===== config.mk =====
export PLATFORM = sky130hd
export DESIGN_NAME = spi_flash_arb
export DESIGN_NICKNAME = d
export VERILOG_FILES = /design/src/rtl/spi_flash_arb.sv
export SDC_FILE = /design/constraint.sdc
export NUM_CORES = 1
export LEC_CHECK = 0
export BUFFER_PORTS_ARGS = -buffer_cell sky130_fd_sc_hd__buf_2
export CAP_MARGIN = 10
export CORE_MARGIN = 1.5
export CORE_UTILIZATION = 45
export CTS_CLUSTER_DIAMETER = 80
export DETAILED_ROUTE_END_ITERATION = 10
export PLACE_DENSITY = 0.69
export SYNTH_ARGS = -nofsm -noshare
export SYNTH_HDL_FRONTEND = slang
export SYNTH_SLANG_ARGS = --single-unit

===== constraint.sdc =====
create_clock -name clk -period 2.55 [get_ports clk]
set_clock_uncertainty 0.15 [all_clocks]
set_input_delay 0.3825 -clock clk [delete_from_list [all_inputs] [get_ports clk]]
set_output_delay 0.3825 -clock clk [all_outputs]
set_load 0.1 [all_outputs]

===== src/rtl/spi_flash_arb.sv =====
`default_nettype none
// +--------------------------------------------------------------------------+
// | Module   : spi_flash_arb                                                 |
// | Function : Two-master SPI flash arbiter with guarded hand-over and       |
// |            idle-hold timeout.                                            |
// | Revision : 1.0 - initial release                                         |
// +--------------------------------------------------------------------------+
module spi_flash_arb #(
    parameter int GAP = 2,
    parameter int TMO = 255
) (
    input  logic       clk,
    input  logic       rst_n,
    input  logic       req0,
    input  logic       req1,
    output logic       gnt0,
    output logic       gnt1,
    input  logic       sclk0,
    input  logic       sclk1,
    input  logic       cs_n0,
    input  logic       cs_n1,
    input  logic [3:0] qdo0,
    input  logic [3:0] qdo1,
    input  logic [3:0] oe0,
    input  logic [3:0] oe1,
    output logic       sclk,
    output logic       cs_n,
    output logic [3:0] qdo,
    output logic [3:0] oe,
    output logic       busy,
    output logic       tmo_err
);

    typedef enum logic [1:0] {
        IDLE = 2'd0,
        OWN0 = 2'd1,
        OWN1 = 2'd2,
        DEAD = 2'd3
    } state_t;

    localparam logic [3:0] C_GAP_M1 = 4'(GAP - 1);
    localparam bit         C_TMO_EN = (TMO != 0);
    localparam logic [9:0] C_TMO_M1 = C_TMO_EN ? 10'(TMO - 1) : 10'd0;

    state_t     state_q;
    logic       last_q;
    logic [3:0] dead_cnt_q;
    logic [9:0] idle_cnt_q;
    logic [9:0] idle_cnt_d;
    logic       lock0_q;
    logic       lock1_q;
    logic       gnt0_q;
    logic       gnt1_q;
    logic       busy_q;
    logic       tmo_err_q;

    logic       want0;
    logic       want1;
    logic       own_sel1;
    logic       own_req;
    logic       own_csn;
    logic       tmo_hit;

    // A locked-out requester is invisible to arbitration until it drops req.
    assign want0    = req0 & ~lock0_q;
    assign want1    = req1 & ~lock1_q;

    assign own_sel1 = (state_q == OWN1);
    assign own_req  = own_sel1 ? req1  : req0;
    assign own_csn  = own_sel1 ? cs_n1 : cs_n0;

    assign idle_cnt_d = (idle_cnt_q == 10'h3FF) ? idle_cnt_q : idle_cnt_q + 10'd1;

    // Fires on the idle cycle whose edge brings the count up to TMO.
    assign tmo_hit  = C_TMO_EN && (idle_cnt_q == C_TMO_M1);

    always_ff @(posedge clk or negedge rst_n) begin
        if (!rst_n) begin
            state_q    <= IDLE;
            last_q     <= 1'b1;
            dead_cnt_q <= 4'd0;
            idle_cnt_q <= 10'd0;
            lock0_q    <= 1'b0;
            lock1_q    <= 1'b0;
            gnt0_q     <= 1'b0;
            gnt1_q     <= 1'b0;
            busy_q     <= 1'b0;
            tmo_err_q  <= 1'b0;
        end else begin
            tmo_err_q <= 1'b0;
            if (!req0) lock0_q <= 1'b0;
            if (!req1) lock1_q <= 1'b0;

            case (state_q)
                IDLE: begin
                    if (want0 && (!want1 || last_q)) begin
                        state_q    <= OWN0;
                        gnt0_q     <= 1'b1;
                        busy_q     <= 1'b1;
                        last_q     <= 1'b0;
                        idle_cnt_q <= 10'd0;
                    end else if (want1) begin
                        state_q    <= OWN1;
                        gnt1_q     <= 1'b1;
                        busy_q     <= 1'b1;
                        last_q     <= 1'b1;
                        idle_cnt_q <= 10'd0;
                    end
                end

                OWN0, OWN1: begin
                    if (!own_req && own_csn) begin
                        state_q    <= DEAD;
                        gnt0_q     <= 1'b0;
                        gnt1_q     <= 1'b0;
                        dead_cnt_q <= C_GAP_M1;
                        idle_cnt_q <= 10'd0;
                    end else if (!own_csn) begin
                        // Transaction in flight: ownership held even if req dropped.
                        idle_cnt_q <= 10'd0;
                    end else if (tmo_hit) begin
                        state_q    <= DEAD;
                        gnt0_q     <= 1'b0;
                        gnt1_q     <= 1'b0;
                        tmo_err_q  <= 1'b1;
                        dead_cnt_q <= C_GAP_M1;
                        idle_cnt_q <= 10'd0;
                        if (own_sel1) lock1_q <= 1'b1;
                        else          lock0_q <= 1'b1;
                    end else begin
                        idle_cnt_q <= idle_cnt_d;
                    end
                end

                DEAD: begin
                    if (dead_cnt_q == 4'd0) begin
                        state_q <= IDLE;
                        busy_q  <= 1'b0;
                    end else begin
                        dead_cnt_q <= dead_cnt_q - 4'd1;
                    end
                end

                default: begin
                    state_q <= IDLE;
                    gnt0_q  <= 1'b0;
                    gnt1_q  <= 1'b0;
                    busy_q  <= 1'b0;
                end
            endcase
        end
    end

    assign gnt0    = gnt0_q;
    assign gnt1    = gnt1_q;
    assign busy    = busy_q;
    assign tmo_err = tmo_err_q;

    // Pads follow state_q directly so an async reset parks them at once.
    always_comb begin
        sclk = 1'b0;
        cs_n = 1'b1;
        qdo  = 4'd0;
        oe   = 4'd0;
        case (state_q)
            OWN0: begin
                sclk = sclk0;
                cs_n = cs_n0;
                qdo  = qdo0;
                oe   = oe0;
            end
            OWN1: begin
                sclk = sclk1;
                cs_n = cs_n1;
                qdo  = qdo1;
                oe   = oe1;
            end
            default: begin
                sclk = 1'b0;
                cs_n = 1'b1;
                qdo  = 4'd0;
                oe   = 4'd0;
            end
        endcase
    end

endmodule
`default_nettype wire

After elaboration in Yosys (flattened, before gate mapping):

Cells that the tools add are included.

* output and inout port bits: 14
* logic and storage cells: 102
* bits of input ports: 24
* register bits: 23

* add/subtract/negate cells: 2
* bitwise gates (word level): 4
* reduce and logical (&&, ||, !) cells: 19
* equality and inequality tests: 14
* multiplexer cells: 53

Operators by type and width (number)
* 10-bit two-way mux: 6
* 1-bit two-way mux: 27
* 4-bit case mux with 2 select lines: 3
* 10-bit case mux with 2 select lines: 1
* 4-bit two-way mux: 4
* 2-bit two-way mux: 6
* 4-bit AND reduction: 3
* 10-bit by 1-bit adder with 10-bit output, second input constant: 1
* 10-bit equality test, second input constant: 1
* 10-bit by 8-bit equality test with 1-bit output, second input constant: 1
* 2-bit != test, second input constant: 5
* 1-bit case mux with 2 select lines: 5
* 3-bit != test, second input constant: 3
* 2-bit nonzero test: 4
* 2-bit case mux with 3 select lines: 1
* 3-bit AND reduction: 2
* 5-bit != test, second input constant: 1
* 5-bit AND reduction: 1
* 2-bit equality test, second input constant: 2
* 4-bit logical NOT: 1
* 4-bit by 1-bit subtractor with 4-bit output, second input constant: 1
* 1-bit AND: 2
* 2-bit by 1-bit equality test with 1-bit output, second input constant: 1
* 1-bit logical AND: 2
* 6 further kinds: 8

Logic depth before layout (Yosys ltp):

* word-level depth: 7
* depth in mapped cells: 9
* gate-level depth less buffers: 7

Worst setup path before layout:

Ideal clock, no wire load.

* path kind: reg-to-output
* from: reg state_q[0]
* to: out oe[0]
* stages on the path, launching flop included: 7
* buffers on the path: 2
* arrival: 2.421 ns
* data required time: 2.017 ns
* slack: -0.404 ns
* path through: dfrtp_1 -> inv_1 -> ha_1 -> buf_2 -> inv_1 -> clkbuf_1 -> nor2_1

* word-level cells in the longest chain between the ends: 2
* elaborated cells between the ends (all ways): 3
* classes of those cells: eq/ne (2); mux (1)

Ends and longest elaborated chain
* start: declaration: RTL line 45 `state_t state_q;`
* start signal: assignment: RTL line 79 `state_q <= IDLE;`
* start signal: assignment: RTL line 97 `state_q <= OWN0;`
* start signal: assignment: RTL line 103 `state_q <= OWN1;`
* 2-bit equality test or 2-bit by 1-bit equality test with 1-bit output (tied branches): RTL line 165 `case (state_q)`
* 4-bit case mux with 2 select lines *: RTL line 165
* end: declaration: RTL line 29 `output logic [3:0] oe,`

Mark *: on every way between the ends. The rest lies on a longest branch, timed or not.

Final worst setup path:

Ends and elaborated chain as after synthesis.

==> impl_metrics.json <==
{
  "n_antenna_cell": 0,
  "antenna_found_initial": 0,
  "fraction_of_layout_instances_using_a_drive_strength_above_1_pct": 27.6,
  "min_path_type": "in -> reg",
  "status": "finished, final reports clean",
  "async_flop_share_pct": 100,
  "cts_made_buffers": 3,
  "die-area_um2": 3700,
  "die_width_um": 60.9,
  "synth_area_um2": 1510,
  "timing.critical_path.slowest_stage_cell": "sky130_fd_sc_hd__dfrtp_1",
  "num-nets-final": 253,
  "drt_iter0_drc": 67,
  "grt_max_degree": 24,
  "drt_first_pass_iters": 4,
  "clock_latency_ps": 310,
  "layout.cells.most_common_list": "28 x sky130_fd_sc_hd__buf_2, 22 x sky130_fd_sc_hd__dfrtp_1, 18 x sky130_fd_sc_hd__nor2_1, 18 x sky130_fd_sc_hd__nand2_1, 18 x sky130_fd_sc_hd__o21ai_0",
  "maxClockFrequency_mhz": 416,
  "setup_viol_count_final": 0,
  "ios": 38,
  "grt_pass1_vias": 1360,
  "grt_overflow_total": 0,
  "rows": 20,
  "yosysSeqAreaShare_pct": 38.3,
  "clkTransAtPathRegs_ps": 120,
  "dominantRegCellSynth": "sky130_fd_sc_hd__dfrtp_1",
  "hold_viol": 0,
  "post_layout_nonfiller_instances": 265,
  "timing_worst_slew_pin_value_ps": 515,
  "numPortBuffers": 37,
  "htree_num_levels": 1,
  "min_period_ps": 2400,
  "wl_per_cell_um": 14.2,
  "critical_path_peak_fanout": 8,
  "post-route-worst-setup-slack_ps": 147,
  "maxCapViolCount": 0,
  "critical_path.top_delay_family": "buffers and inverters",
  "pre_cts_slack_ps": 250,
  "dieHeight_um": 60.9,
  "synth.avg_cell_area_um2": 8.56,
  "grt_use_total_pct": 22.0,
  "detail_route.wirelength_um": 3750,
  "layout.cells.most_common": "sky130_fd_sc_hd__buf_2",
  "final.period_utilization_pct": 94.3,
  "antenna_nets_post_route": 0,
  "number_of_enable_flip_flop_cells_after_synthesis": 0,
  "timing.slew.headroom_pct": 65.7,
  "worst_path_largest_cell_delay_ps": 420,
  "grt_pass1_wl_um": 6130,
  "place.gp.congestion": 0.903,
  "cts_tree": "built",
  "worst_setup_path_start_kind": "flop",
  "clock-sinks": 23,
  "critical_path_buf_inv_count": 3,
  "utilization_pct": 63.3,
  "crit_path_end_kind": "output pin",
  "postSynthNetCount": 207,
  "rsz_0062_raised_after_global_routing": "false",
  "post-route-drc-count": 0,
  "crit_path_class": "reg -> out",
  "yosys_register_bits": 23,
  "place_inst": 257,
  "synthDistinctLibCells": 41,
  "cp.arrival_ps": 1870,
  "timing_max_transition_violations_final": 0,
  "synthesis.instances": 176,
  "core_footprint_um2": 3130,
  "timing.critical_path.cells": "inv_1 -> ha_2 -> buf_4 -> a22oi_1 -> nor2_1 -> buf_12",
  "detailed_route_via_count": 1501,
  "initial_utilization_pct": 48.2,
  "fillCellCount": 258,
  "syn2layout_area_growth_pct": 31.5,
  "routed_via_density": 5.66,
  "cts_max_path_buffers": 2,
  "ys_warn_count": 0,
  "worstPathRequired_ps": 2020,
  "clockRootBuffer": "sky130_fd_sc_hd__clkbuf_4",
  "hpwl_um": 2950
}
worst min-delay path: cells and delay by family:
| family | cells | cell delay [ps] |
|---|---|---|
| buffers and inverters | 1 | 110 |
| AOI/OAI and AO/OA | 1 | 60 |
| and+or+nand+nor | 1 | 50 |
cell families after synthesis:
kind of cell	count (synthesis)	synth area share [%]
AOI/OAI and AO/OA	54	25.2
buffers and inverters	16	4.07
muxes	3	2.41
DFF	23	38.3
adders and majority gates	7	5.81
and+or+nand+nor	73	24.3
synthesized netlist by cell type, types with 3 or more instances:
master | number | area, um2
sky130_fd_sc_hd__nor3_1 | 5 | 25.0
sky130_fd_sc_hd__ha_1 | 7 | 87.6
sky130_fd_sc_hd__nor3b_1 | 3 | 22.5
sky130_fd_sc_hd__o31ai_1 | 6 | 45.0
sky130_fd_sc_hd__a22oi_1 | 9 | 67.6
sky130_fd_sc_hd__o21ai_0 | 18 | 90.1
sky130_fd_sc_hd__nor2_1 | 18 | 67.6
sky130_fd_sc_hd__nand3_1 | 10 | 50.1
sky130_fd_sc_hd__a21oi_1 | 4 | 20.0
sky130_fd_sc_hd__a22o_1 | 4 | 35.0
sky130_fd_sc_hd__nand2_1 | 18 | 67.6
sky130_fd_sc_hd__inv_1 | 10 | 37.5
sky130_fd_sc_hd__nand2b_1 | 5 | 31.3
sky130_fd_sc_hd__dfrtp_1 | 22 | 551
sky130_fd_sc_hd__a211oi_1 | 3 | 22.5
sky130_fd_sc_hd__clkbuf_1 | 5 | 18.8
path summary, 6_finish.rpt:
kind,start,cells after the start,slack [ps],to
hold reg to reg,lock0_q,2,340,lock0_q
max in group asynchronous,rst_n,2,1480,last_q
setup reg to reg,idle_cnt_q[0],7,220,gnt1
hold / removal,req0,3,180,lock0_q
setup / recovery,state_q[0],6,150,oe[0]
min in group asynchronous,rst_n,2,410,idle_cnt_q[9]
state kept, by name, summed over array words and instances, names as in the netlist:
name        cells
gnt0            1
tmo_err         1
gnt1            1
lock0_q         1
state_q         2
idle_cnt_q     10
busy            1
last_q          1
lock1_q         1
dead_cnt_q      4
per-layer routing:
layer  share of wire [%]  global-route usage, %  vias up
met4                 1.3                   7.45        0
li1                    -                      -      745
met3                 3.0                   3.84        6
met2                  53                   38.2       46
met1                  43                   27.7      704
met5                   0                      0        -
metrics by stage:
stage / area [um2] / TNS, ps / hold slack [ps]
final: 1980 / 0 / 175
after global routing: 1980 / 0 / 207
after CTS: 1950 / 0 / 173
after detailed placement: 1900 / 0 / 229
after global placement: 1900 / 0 / 230
after floorplan: 1510 / -3640 / -63.1
area by class of cell:
type                    instances  area [um2]  area share (%)
inverters                      10        41.3            2.08
repair buffers                 46         390            19.7
repair inverters                1        7.51           0.379
multi-input cells             137         883            44.6
well taps                      44        55.1            2.78
flip-flops and latches         23         577            29.1
clock buffers                   4        26.3            1.33
what timing repair did:
action | 4_1_cts | 5_1_grt
gates resized for setup | 2 | 3
gates cloned | 0 | 1
endpoints found under the setup margin | 9 | 9
buffers inserted | 1 | 1
hold buffers | 1 | 0
hold endpoints to repair | 22 | 0
Power is left out: the tool's default activity adds up to more than one toggle a clock period on the data nets, which glitch-free logic cannot reach.
